### config.mk
export PLATFORM = sky130hd
export DESIGN_NAME = calc_input_sequencer
export DESIGN_NICKNAME = d
export VERILOG_FILES = /design/src/rtl/calc_pkg.sv /design/src/rtl/calc_entry_reg.sv /design/src/rtl/calc_input_sequencer.sv
export SDC_FILE = /design/constraint.sdc
export NUM_CORES = 1
export LEC_CHECK = 0
export ABC_AREA = 1
export CAP_MARGIN = 20
export CORE_ASPECT_RATIO = 1.75
export CORE_UTILIZATION = 45
export DETAILED_ROUTE_END_ITERATION = 6
export GPL_TIMING_DRIVEN = 0
export HOLD_SLACK_MARGIN = 0.06
export PLACE_DENSITY = 0.71
export SLEW_MARGIN = 40
export SYNTH_ARGS = -nofsm -noshare
export SYNTH_HDL_FRONTEND = slang
export SYNTH_HIERARCHICAL = 1
export SYNTH_SLANG_ARGS = --single-unit
### constraint.sdc
create_clock -name clk -period 1.7 [get_ports clk]
set_input_delay 0.17 -clock clk [delete_from_list [all_inputs] [get_ports clk]]
set_output_delay 0.17 -clock clk [all_outputs]
set_load 0.02 [all_outputs]
### src/rtl/calc_pkg.sv
// Shared key codes, operation codes and FSM state encoding for the hex calculator sequencer.
package calc_pkg;

   localparam logic [4:0] KEY_ENTER    = 5'h13;
   localparam logic [4:0] KEY_BKSP     = 5'h16;
   localparam logic [4:0] KEY_ACLR     = 5'h17;
   localparam int         MAX_OPERANDS = 4;

   typedef enum logic [2:0] {
      OP_ADD = 3'd0,
      OP_SUB = 3'd1,
      OP_AND = 3'd2,
      OP_OR  = 3'd4,
      OP_XOR = 3'd5
   } op_e;

   typedef enum logic [2:0] {
      ST_ENTRY,
      ST_CLR,
      ST_OPSEL,
      ST_EXEC,
      ST_SHOW
   } state_e;

   // Operation keys occupy 5'h10..5'h15 except 5'h13, which is ENTER.
   function automatic logic is_op_key(input logic [4:0] key);
      logic hit;
      hit = 1'b0;
      if (key[4:3] == 2'b10) begin
         case (key[2:0])
            OP_ADD, OP_SUB, OP_AND, OP_OR, OP_XOR: hit = 1'b1;
            default:                               hit = 1'b0;
         endcase
      end
      return hit;
   endfunction

endpackage

### src/rtl/calc_entry_reg.sv
// Hex entry register: digit shift-in with full detect, backspace and clear.
module calc_entry_reg #(
   parameter int DATA_W = 16
) (
   input  logic              clk,
   input  logic              rst_n,
   input  logic              clr,
   input  logic              shift_en,
   input  logic [3:0]        digit,
   input  logic              bksp_en,
   output logic [DATA_W-1:0] value,
   output logic              full
);

   logic [DATA_W-1:0] value_d, value_q;

   // A digit is only accepted while the top nibble is still empty.
   assign full = value_q[DATA_W-1:DATA_W-4] != 4'd0;

   always_comb begin
      value_d = value_q;
      if (clr) begin
         value_d = '0;
      end else if (shift_en && !full) begin
         value_d = {value_q[DATA_W-5:0], digit};
      end else if (bksp_en) begin
         value_d = value_q >> 4;
      end
   end

   always_ff @(posedge clk) begin
      if (!rst_n) begin
         value_q <= '0;
      end else begin
         value_q <= value_d;
      end
   end

   assign value = value_q;

endmodule

### src/rtl/calc_input_sequencer.sv
// Keypad-to-ALU sequencer: collects operands and an op, folds them through a handshaked ALU.
// Define CALC_BACKSPACE_EN to enable the BKSP key in ENTRY.
module calc_input_sequencer
   import calc_pkg::*;
#(
   parameter int DATA_W       = 16,
   parameter int NUM_OPERANDS = 2
) (
   input  logic              clk,
   input  logic              rst_n,
   input  logic [4:0]        key_val,
   input  logic              key_valid,
   output logic [DATA_W-1:0] alu_a,
   output logic [DATA_W-1:0] alu_b,
   output logic [2:0]        alu_op,
   output logic              alu_req,
   input  logic              alu_ack,
   input  logic [DATA_W-1:0] alu_result,
   input  logic              alu_overflow,
   output logic [DATA_W-1:0] display_value,
   output logic [1:0]        operand_idx,
   output logic              result_valid,
   output logic              overflow_flag,
   output logic              busy
);

   localparam logic [1:0] LAST_IDX = 2'(NUM_OPERANDS - 1);

   state_e            state_q, state_d;
   logic [1:0]        k_q, k_d;
   logic [1:0]        idx_q, idx_d;
   logic [2:0]        op_q, op_d;
   logic [DATA_W-1:0] acc_q, acc_d;
   logic              ovf_q, ovf_d;
   logic              from_show_q, from_show_d;
   logic [DATA_W-1:0] operand_q [MAX_OPERANDS];
   logic [DATA_W-1:0] operand_d [MAX_OPERANDS];

   logic              key_digit, key_enter, key_op, key_aclr, key_bksp;
   logic              e_clr, e_shift, e_bksp, e_full;
   logic [DATA_W-1:0] e_value;

   assign key_digit = key_valid && !key_val[4];
   assign key_enter = key_valid && (key_val == KEY_ENTER);
   assign key_op    = key_valid && is_op_key(key_val);
   assign key_aclr  = key_valid && (key_val == KEY_ACLR);
`ifdef CALC_BACKSPACE_EN
   assign key_bksp  = key_valid && (key_val == KEY_BKSP);
`else
   assign key_bksp  = 1'b0;
`endif

   calc_entry_reg #(
      .DATA_W (DATA_W)
   ) u_entry (
      .clk      (clk),
      .rst_n    (rst_n),
      .clr      (e_clr),
      .shift_en (e_shift),
      .digit    (key_val[3:0]),
      .bksp_en  (e_bksp),
      .value    (e_value),
      .full     (e_full)
   );

   always_comb begin
      state_d     = state_q;
      k_d         = k_q;
      idx_d       = idx_q;
      op_d        = op_q;
      acc_d       = acc_q;
      ovf_d       = ovf_q;
      from_show_d = from_show_q;
      operand_d   = operand_q;
      e_clr       = 1'b0;
      e_shift     = 1'b0;
      e_bksp      = 1'b0;

      // All-clear wins over everything except an ALU fold in flight.
      if (key_aclr && state_q != ST_EXEC) begin
         state_d     = ST_ENTRY;
         k_d         = '0;
         idx_d       = '0;
         op_d        = '0;
         acc_d       = '0;
         ovf_d       = 1'b0;
         from_show_d = 1'b0;
         e_clr       = 1'b1;
         for (int i = 0; i < MAX_OPERANDS; i++) begin
            operand_d[i] = '0;
         end
      end else begin
         case (state_q)
            ST_ENTRY: begin
               if (key_enter) begin
                  operand_d[k_q] = e_value;
                  from_show_d    = 1'b0;
                  state_d        = ST_CLR;
               end else if (key_digit) begin
                  e_shift = !e_full;
               end else begin
                  e_bksp = key_bksp;
               end
            end
            ST_CLR: begin
               e_clr = 1'b1;
               if (k_q < LAST_IDX) begin
                  k_d     = k_q + 2'd1;
                  state_d = ST_ENTRY;
               end else if (!from_show_q) begin
                  state_d = ST_OPSEL;
               end else begin
                  k_d     = '0;
                  state_d = ST_ENTRY;
               end
            end
            ST_OPSEL: begin
               if (key_op) begin
                  op_d = key_val[2:0];
               end else if (key_enter) begin
                  acc_d   = operand_q[0];
                  idx_d   = 2'd1;
                  state_d = ST_EXEC;
               end
            end
            ST_EXEC: begin
               if (alu_ack) begin
                  acc_d = alu_result;
                  ovf_d = ovf_q | alu_overflow;
                  if (idx_q == LAST_IDX) begin
                     state_d = ST_SHOW;
                  end else begin
                     idx_d = idx_q + 2'd1;
                  end
               end
            end
            ST_SHOW: begin
               if (key_enter) begin
                  ovf_d       = 1'b0;
                  from_show_d = 1'b1;
                  state_d     = ST_CLR;
               end
            end
            default: state_d = ST_ENTRY;
         endcase
      end
   end

   always_ff @(posedge clk) begin
      if (!rst_n) begin
         state_q     <= ST_ENTRY;
         k_q         <= '0;
         idx_q       <= '0;
         op_q        <= '0;
         acc_q       <= '0;
         ovf_q       <= 1'b0;
         from_show_q <= 1'b0;
         for (int i = 0; i < MAX_OPERANDS; i++) begin
            operand_q[i] <= '0;
         end
      end else begin
         state_q     <= state_d;
         k_q         <= k_d;
         idx_q       <= idx_d;
         op_q        <= op_d;
         acc_q       <= acc_d;
         ovf_q       <= ovf_d;
         from_show_q <= from_show_d;
         operand_q   <= operand_d;
      end
   end

   always_comb begin
      display_value = e_value;
      case (state_q)
         ST_OPSEL: display_value = {{(DATA_W-3){1'b0}}, op_q};
         ST_SHOW:  display_value = acc_q;
         default:  display_value = e_value;
      endcase
   end

   assign busy          = (state_q == ST_EXEC);
   assign alu_req       = busy;
   assign alu_a         = busy ? acc_q : '0;
   assign alu_b         = busy ? operand_q[idx_q] : '0;
   assign alu_op        = op_q;
   assign result_valid  = (state_q == ST_SHOW);
   assign overflow_flag = ovf_q;
   assign operand_idx   = (state_q == ST_EXEC || state_q == ST_SHOW) ? idx_q : k_q;

endmodule

==> results of run 1 <==
==> cell families (layout without fill, tap and decap cells) <==
group,count (synthesis),in the layout,synth area share (%)
buf+inv,126,263,10.6
fa+ha+maj,6,6,1.33
other cells,1,1,0.0663
simple gates,423,423,32.7
flops,108,108,38.2
compound gates,187,187,17.1
==> critical path, delay by kind of cell (launching register included) <==
family	cells	cell delay (ns)
AOI/OAI and AO/OA	1	0.15
DFF	1	0.37
and+or+nand+nor	2	0.25
buffers and inverters	5	0.61
==> stage by stage <==
step                      util [%]  power (W)  std cells
after detailed placement      55.1    0.00324       1098
after floorplan                  -    0.00299        851
after global routing          68.5    0.00562       1153
after global placement        55.1    0.00323       1098
final                         68.5    0.00548       1153
after CTS                     62.7    0.00538       1136
==> flip-flops by register name, indices dropped and copies added, names as in the netlist <==
name           flops
from_show_q        1
overflow_flag      1
state_q            3
k_q                2
acc_q             16
alu_op             3
operand_q         64
idx_q              2
u_entry/value     16
==> report_power, final <==
part	leakage (nW)	internal (W)	switching [W]
Clock	0.140	0.00118	0.000943
Sequential	0.878	0.00256	0.000100
Combinational	2.14	0.000303	0.000398
==> area by class of cell <==
cell class,count,share of cell area [%]
buffer,51,6.85
tap,165,2.48
multi-input combinational,617,41.5
clock buffer,13,3.01
timing repair buffer,129,16.0
sequential,108,26.3
clock inverter,2,0.421
inverter,68,3.42
==> cell usage in the layout, fill, tap and decap left out, types with 3 or more instances in the layout <==
cell type and instances:
a21oi_1 86, a21oi_2 17, a21oi_4 4, buf_12 7, buf_2 4, buf_4 60, buf_6 44, buf_8 16
clkbuf_1 3, clkbuf_16 15, clkbuf_2 8, clkbuf_4 4, clkdlybuf4s50_1 27, dfxtp_1 100, dfxtp_2 3, dfxtp_4 5
ha_1 5, inv_1 58, inv_2 4, inv_4 3, nand2_1 159, nand2_2 14, nand2_4 14, nand3_1 81
nand3b_1 4, nand4_1 9, nor2_1 90, nor2_4 28, nor3_1 14, nor3_2 3, o21ai_0 21, o21ai_1 28
o21ai_2 25, o221ai_2 3
==> metal layers <==
metal	global-route usage [%]	part of all wire (%)	up-vias	wire length [µm]
li1	-	-	3067	-
met1	34.7	36	3060	7800
met2	55.4	52	280	11200
met3	3.78	5.4	94	1150
met4	18.8	6.2	0	1320
met5	0	0	-	0
==> path summary, 6_finish.rpt <==
| path | slack, ns | to |
|---|---|---|
| setup / recovery | -0.22 | alu_b[11] |
| hold reg to reg | 0.45 | overflow_flag |
| hold / removal | 0.19 | alu_op[1] |
| setup reg to reg | -0.01 | u_entry/value[10] |
==> repair_timing <==
item                                    4_1_cts  5_1_grt
setup buffers                                22       18
gates resized for setup                     484      147
pin swaps                                    14       21
endpoints found under the setup margin      132      150
cloned                                        3        5
==> key figures, run 1 <==
Outcome
  – Run status: finished with violations
  – Failing checks: negative setup slack

Logic synthesis
  – Top-count cell post-synth: nand2_1
  – Post-synth top area cell: dfxtp_1
  – Register area share after synthesis: 38.2%
  – Cell Area, Synth: 0.00565 mm²
  – Syn Inst Count: 851
  – Post-synth EDFFs: 0
  – Area contributors post-synth: dfxtp_1 38%, nand2_1 12%, a21oi_1 9.1%
  – Synthesized area per cell: about 6.6 µm²
  – Most common flop cell mapped by yosys: dfxtp_1
  – Synth warn: 6
  – Synth top cells by count: 182 x nand2_1, 109 x nor2_1, 108 x dfxtp_1, 103 x a21oi_1, 82 x nand3_1
  – Ys async rst share: 0%
  – Syn_nets: just under 900
  – Top cell type's share of synthesized area: 38.2%
  – Yosys cell types: 33
  – Synthesized flop and latch total: 108

Power
  – Leakage: 3.16 nW
  – Pwr per Cell Area: 660 mW/mm²
  – Maximum VDD drop: 0.529 mV

Worst setup path
  – Startpoint Class: flop
  – CP Class: flop to output pin
  – CP max FO: 6
  – Data arrival, critical path: 1.75 ns
  – Reg2Reg Depth: 10
  – Critical Path, Cell by Cell: inv_4 -> nand2_4 -> nor2_4 -> inv_4 -> buf_12 -> buf_12 -> a21oi_1 -> buf_4
  – Worst r2r src: u_entry/value[14]
  – Slowest cell on the critical path: dfxtp_4
  – Worst Path Required: between 1.5 and 2 ns
  – Crit path from: state_q[2]
  – Setup crit end kind: output pin
  – CP peak stage delay: 0.37 ns

STA
  – Setup Viol. Count Final: 53
  – Crit path time final: between 1.5 and 2 ns
  – Worst-Margin Slew: 0.561 ns
  – Worst slew margin: 62.6%
  – RSZ-0062 raised after global routing: yes
  – Setup ws final: -0.217 ns
  – Setup TNS: -7.51 ns
  – Hold Violations, Final: 0
  – Top achievable clock speed: 522 MHz
  – Worst-case clock skew: 0.00808 ns
  – Crit share post-route: 113%
  – Hold slack final: 0.194 ns
  – Max-slew violations: 0

Die
  – Core area: around 0.012 mm²
  – Die Ht: 150 µm
  – Starting density of the core: a little under half
  – Die area: 0.0130 mm²
  – Width of the die: 86.7 µm
  – I/O pin cnt: 83
  – Row count: 53

Route
  – Starting DRC count in detailed routing: 554
  – DR WL/cell: 18.6 µm
  – Final wirelength: around 21000 µm
  – Vias: 6501
  – Routed Antenna Nets: 0
  – DR pass1 iterations: 6
  – Vias/cell: 5.64
  – DRC: 0

Hold path
  – Hold_sp: key_val[1]
  – Hold Path Depth: 3
  – Min-delay worst type: primary input to flop

Clocking
  – CTS Buffer Depth: 2
  – CTS tree: yes
  – Reg clk slew, reported paths: 0.07 ns
  – Hold_buf cts: 0
  – Skew-Pair Late Insertion Delay: 0.35 ns
  – H-tree Lvls: 3
  – Clock Root Buffer: clkbuf_16
  – Clock buffer count from CTS: 9
  – Sink Count: 108

Placed design
  – Cell Area, Placed: roughly 0.0067 mm²
  – Port bufs: 82
  – Final HPWL DP: 13700 µm
  – Setup WS pre-CTS: -0.896 ns
  – GPL Wtd Cong: 0.909

Global route
  – Vias in the first global route: 5872
  – First-pass GRT wire length: 30400 µm
  – Overall Global Routing Usage: just over 30%
  – Initial antenna violation count: 0
  – Grt ovf: 0
  – Largest net degree at the start of global routing: 16

Finish
  – Area delta synth->final: 47.0%
  – Proportion of layout cells with a drive suffix above 1: 30.2%
  – Finished Cell Area: 0.00831 mm²
  – Register area: 0.00218 mm²
  – FILL cells: 1025
  – Antenna fix cells: 0
  – Multi-input logic area: roughly 0.0035 mm²
  – Nets: roughly 1000

Job
  – Max-Cap Viols: 0
Power figures use the tool's default switching activity.
==> inputs of run 2 (changes only) <==
--- a/config.mk
+++ b/config.mk
@@ -12,7 +12,7 @@
 export DETAILED_ROUTE_END_ITERATION = 6
 export GPL_TIMING_DRIVEN = 0
 export HOLD_SLACK_MARGIN = 0.06
-export PLACE_DENSITY = 0.71
+export PLACE_DENSITY = 0.79
 export SLEW_MARGIN = 40
 export SYNTH_ARGS = -nofsm -noshare
 export SYNTH_HDL_FRONTEND = slang
==> key figures, run 2 (synthesis results as in run 1) <==
Placed design
  – Final HPWL DP: 13500 µm
  – Port bufs: ~80
  – Setup WS pre-CTS: -0.846 ns
  – GPL Wtd Cong: 0.939

Clocking
  – CTS tree: yes
  – Clock Root Buffer: clkbuf_16
  – Skew-Pair Late Insertion Delay: 0.36 ns
  – Hold_buf cts: 0
  – H-tree Lvls: 3
  – Clock buffer count from CTS: 9
  – CTS Buffer Depth: 2
  – Reg clk slew, reported paths: ~0.070 ns
  – Sink Count: 108

Outcome
  – Run status: finished with violations
  – Failing checks: negative setup slack

Power
  – Pwr Total: 0.00576 W
  – Combinational power share: 13.2%
  – Leakage: 3.24 nW
  – Sequential share of power: 46.2%
  – Maximum VDD drop: 0.692 mV
  – Sw Pwr: 0.00158 W
  – Internal power: 0.00418 W
  – Pwr per Cell Area: ~680 mW/mm²
  – Net Sw Frac: between 20% and 30%
  – Clock share of power: 40.6%

Global route
  – Vias in the first global route: 6201
  – Initial antenna violation count: 0
  – Overall Global Routing Usage: 31.1%
  – Largest net degree at the start of global routing: 19
  – First-pass GRT wire length: 30900 µm
  – Grt ovf: 0

Route
  – Routed Antenna Nets: 0
  – Vias/cell: 5.96
  – DR pass1 iterations: 6
  – DRC: 0
  – Vias: 6895
  – DR WL/cell: 19.8 µm
  – Final wirelength: 22900 µm
  – Starting DRC count in detailed routing: approximately 880

Worst setup path
  – CP Class: flop to output pin
  – CP max FO: 8
  – Setup crit end kind: output pin
  – Data arrival, critical path: roughly 1.7 ns
  – Startpoint Class: flop
  – Worst Path Required: 1.53 ns

Die
  – Core area: around 0.012 mm²
  – Width of the die: 86.7 µm
  – Row count: 53
  – Starting density of the core: 46.6%
  – Die area: 0.0130 mm²
  – Die Ht: 150 µm
  – I/O pin cnt: 83

STA
  – Worst-case clock skew: around 0.0074 ns
  – Max-slew violations: 0
  – Setup Viol. Count Final: 75
  – Hold slack final: approximately 0.18 ns
  – Hold Violations, Final: 0
  – Top achievable clock speed: 525 MHz
  – Worst slew margin: 63.2%
  – Crit share post-route: 112%
  – RSZ-0062 raised after global routing: yes
  – Setup ws final: -0.206 ns
  – Worst-Margin Slew: 0.551 ns
  – Crit path time final: 1.91 ns

Finish
  – Proportion of layout cells with a drive suffix above 1: 31.8%
  – Most frequent cells in the layout: 140 x nand2_1, 99 x dfxtp_1, 89 x nor2_1, 82 x nand3_1, 78 x a21oi_1
  – Nets: 1018
  – Antenna fix cells: 0
  – Number of flip-flops in the largest register: 64
  – Most common cell after layout, fill and taps aside: nand2_1
  – Biggest register: operand_q
  – Area delta synth->final: 50.0%
  – Fin util: ~70%

Job
  – Max-Cap Viols: 0

Hold path
  – Min-delay worst type: primary input to flop
-- run 2: power groups by stage --
| stage | registers [W] | clock network (W) | logic, W |
|---|---|---|---|
| after floorplan | 0.00267 | 0 | 0.000320 |
| after global placement | 0.00271 | 0 | 0.000518 |
| after detailed placement | 0.00271 | 0 | 0.000523 |
| after CTS | 0.00265 | 0.00231 | 0.000590 |
| after global routing | 0.00266 | 0.00242 | 0.000796 |
| final | 0.00266 | 0.00234 | 0.000761 |
-- run 2: what timing repair did --
item | in CTS | in global routing
pin swaps | 8 | 24
setup buffers | 24 | 14
cloned | 3 | 5
gates resized for setup | 483 | 169
setup endpoints to repair | 133 | 142
-- run 2: final timing paths --
| kind | startpoint | endpoint | slack [ns] | cells past startpoint |
|---|---|---|---|---|
| max reg2reg | state_q[1] | u_entry/value[3] | -0.12 | 10 |
| max | idx_q[0] | alu_b[11] | -0.21 | 7 |
| min reg2reg | overflow_flag | overflow_flag | 0.46 | 2 |
| min | key_val[1] | alu_op[1] | 0.18 | 3 |
-- run 2: metrics by stage --
step                setup TNS, ns  std cells  cell area [µm²]
floorplan                       0        851             5660
global placement           -64.10       1098             6680
detailed placement         -67.24       1098             6680
CTS                         -4.90       1137             7670
global route               -11.28       1156             8480
finish                      -8.15       1156             8480
-- run 2: worst max-delay path, cell delays in order, from the launching register on --
cell	delay (ns)
dfxtp_2	0.34
clkbuf_8	0.17
inv_6	0.06
clkbuf_4	0.17
a21oi_1	0.19
o21ai_1	0.15
a21oi_4	0.15
buf_6	0.13
-- run 2: metal layers --
| layer | up-vias | track usage, % | routed length, µm |
|---|---|---|---|
| li1 | 3052 | - | - |
| met3 | 163 | 3.95 | 1840 |
| met4 | 0 | 22.7 | 1820 |
| met5 | - | 0 | 0 |
| met1 | 3167 | 33.2 | 7690 |
| met2 | 513 | 55.5 | 11600 |
-- run 2: area by class of cell --
cell class              instances  area, µm²
clock inverters                 7        101
fillers                       848       3650
inverters                      68        293
clock buffers                   9        225
plain buffers                  54        599
flip-flops and latches        108       2190
well taps                     165        206
multi-input cells             617       3550
repair buffers                128       1320
==> inputs of run 3 (changes only) <==
--- a/config.mk
+++ b/config.mk
@@ -10,8 +10,8 @@
 export CORE_ASPECT_RATIO = 1.75
 export CORE_UTILIZATION = 45
 export DETAILED_ROUTE_END_ITERATION = 6
+export GPL_ROUTABILITY_DRIVEN = 0
 export GPL_TIMING_DRIVEN = 0
-export HOLD_SLACK_MARGIN = 0.06
 export PLACE_DENSITY = 0.79
 export SLEW_MARGIN = 40
 export SYNTH_ARGS = -nofsm -noshare
==> key figures, run 3 (synthesis results as in run 1) <==
Global route
  – Grt ovf: 0
  – First-pass GRT wire length: 31600 µm
  – Initial antenna violation count: 0
  – Largest net degree at the start of global routing: 19
  – Overall Global Routing Usage: 32.0%
  – Vias in the first global route: 6300

Finish
  – Most common cell after layout, fill and taps aside: nand2_1
  – Area delta synth->final: 51.9%
  – Proportion of layout cells with a drive suffix above 1: 31.5%
  – Non-Filler Instances: 1158
  – Biggest register: operand_q
  – Antenna fix cells: 0
  – Most frequent cells in the layout: 159 x nand2_1, 99 x dfxtp_1, 89 x nor2_1, 82 x nand3_1, 69 x a21oi_1
  – Finished Cell Area: 0.00859 mm²
  – Register area: 0.00219 mm²
  – Number of flip-flops in the largest register: 64
  – Nets: approximately 1000
  – Multi-input logic area: 0.00354 mm²
  – FILL cells: 817

STA
  – Max-slew violations: 0
  – Crit share post-route: 112%
  – Worst-case clock skew: 0.0132 ns
  – Hold slack final: 0.198 ns
  – Worst slew margin: 60.7%
  – RSZ-0062 raised after global routing: yes
  – Worst-Margin Slew: 0.588 ns
  – Setup ws final: -0.203 ns
  – Crit path time final: 1.90 ns
  – Top achievable clock speed: about 530 MHz
  – Hold Violations, Final: 0
  – Setup Viol. Count Final: between 60 and 70

Route
  – DR WL/cell: 20.7 µm
  – Routed Antenna Nets: 0
  – DR pass1 iterations: 6
  – Starting DRC count in detailed routing: 817
  – Vias/cell: 6.07
  – DRC: 0
  – Final wirelength: 24000 µm
  – Vias: ~7000

Clocking
  – Clock Root Buffer: clkbuf_16
  – Skew-Pair Late Insertion Delay: around 0.36 ns
  – Clock buffer count from CTS: 9
  – Sink Count: 108
  – Reg clk slew, reported paths: roughly 0.080 ns
  – CTS tree: yes
  – H-tree Lvls: 3
  – CTS Buffer Depth: 2

Outcome
  – Run status: finished with violations
  – Failing checks: negative setup slack

Worst setup path
  – Buffers & Inverters on Critical Path: 5
  – CP peak stage delay: 0.37 ns
  – CP max FO: 6
  – Setup crit end kind: output pin
  – Crit path top cell by count: inv_4
  – Slowest cell on the critical path: dfxtp_4
  – Startpoint Class: flop
  – Critical path's top delay family: buffers and inverters
  – CP Class: flop to output pin
  – Data arrival, critical path: ~1.7 ns
  – Worst Path Required: 1.53 ns
  – Critical Path, Cell by Cell: inv_4 -> nand2_4 -> nor2_4 -> inv_4 -> buf_12 -> clkbuf_16 -> a21oi_2 -> buf_4

Placed design
  – Cell Area, Placed: 0.00668 mm²
  – Placed insts: 1098
  – Port bufs: approximately 80
  – Final HPWL DP: 13500 µm

Die
  – I/O pin cnt: slightly above 80
  – Starting density of the core: 46.6%
  – Row count: 53
  – Core area: 0.0121 mm²
  – Die area: 0.0130 mm²
  – Width of the die: ~87 µm
  – Die Ht: 150 µm

Power
  – Maximum VDD drop: approximately 0.4 mV
  – Pwr Total: 0.00567 W
  – Leakage: approximately 3.2 nW
  – Pwr per Cell Area: between 600 and 700 mW/mm²

Job
  – Max-Cap Viols: 0

Hold path
  – Min-delay worst type: primary input to flop
-- run 3: cell count changes in the layout (fill, tap and decap cells not counted), moves of 5 or more --
cell and change:
a21oi_2 +5, nand2_2 -10, buf_6 +8, buf_4 -6, nand2_4 -8, nand2_1 +19, clkbuf_16 +5, a21oi_1 -9
clkbuf_4 -6
-- run 3: cell type report --
type	count	area share (%)
clock buffer	10	2.78
sequential	108	25.5
tap	165	2.40
timing repair buffer	132	16.2
clock inverter	6	0.831
inverter	68	3.41
buffer	52	7.62
multi-input combinational	617	41.3
-- run 3: report_power, final --
part | switching [W] | total [W] | internal [W]
registers | 0.0000993 | 0.00266 | 0.00256
logic | 0.000441 | 0.000761 | 0.000320
clock network | 0.00105 | 0.00225 | 0.00120
-- run 3: per-stage QoR --
step	setup WS, ns	setup TNS [ns]	util [%]
6_report	-0.203	-8.78	70.8
5_1_grt	-0.336	-13.58	70.8
4_1_cts	-0.135	-3.65	63.8
3_5_place_dp	-0.879	-66.49	55.1
3_3_place_gp	-0.833	-64.95	55.1
2_1_floorplan	0.0491	0	-
-- run 3: metal layers --
layer | vias up | track usage, % | share of wire, %
met5 | - | 0 | 0
met4 | 0 | 27.2 | 9.0
met3 | 208 | 4.33 | 8.8
met2 | 528 | 56.0 | 50
met1 | 3229 | 33.2 | 32
li1 | 3065 | - | -
-- run 3: worst min-delay path, delay by kind of cell --
kind	cells	cell delay, ns
buffers and inverters	1	0.18
AND/OR/NAND/NOR	2	0.17
-- run 3: path summary, 6_finish.rpt --
check,start,end,slack [ns],cells past startpoint
max,state_q[2],alu_b[9],-0.20,8
min,key_val[1],alu_op[1],0.20,3
max reg2reg,state_q[2],u_entry/value[2],-0.16,12
min reg2reg,overflow_flag,overflow_flag,0.46,2
-- run 3: what timing repair did --
item,in CTS,in global routing
cloned,4,6
endpoints found under the setup margin,129,150
resized for setup,493,170
buffers inserted,21,19
hold buffers,0,0
endpoints found under the hold margin,0,0
pin swaps,11,16
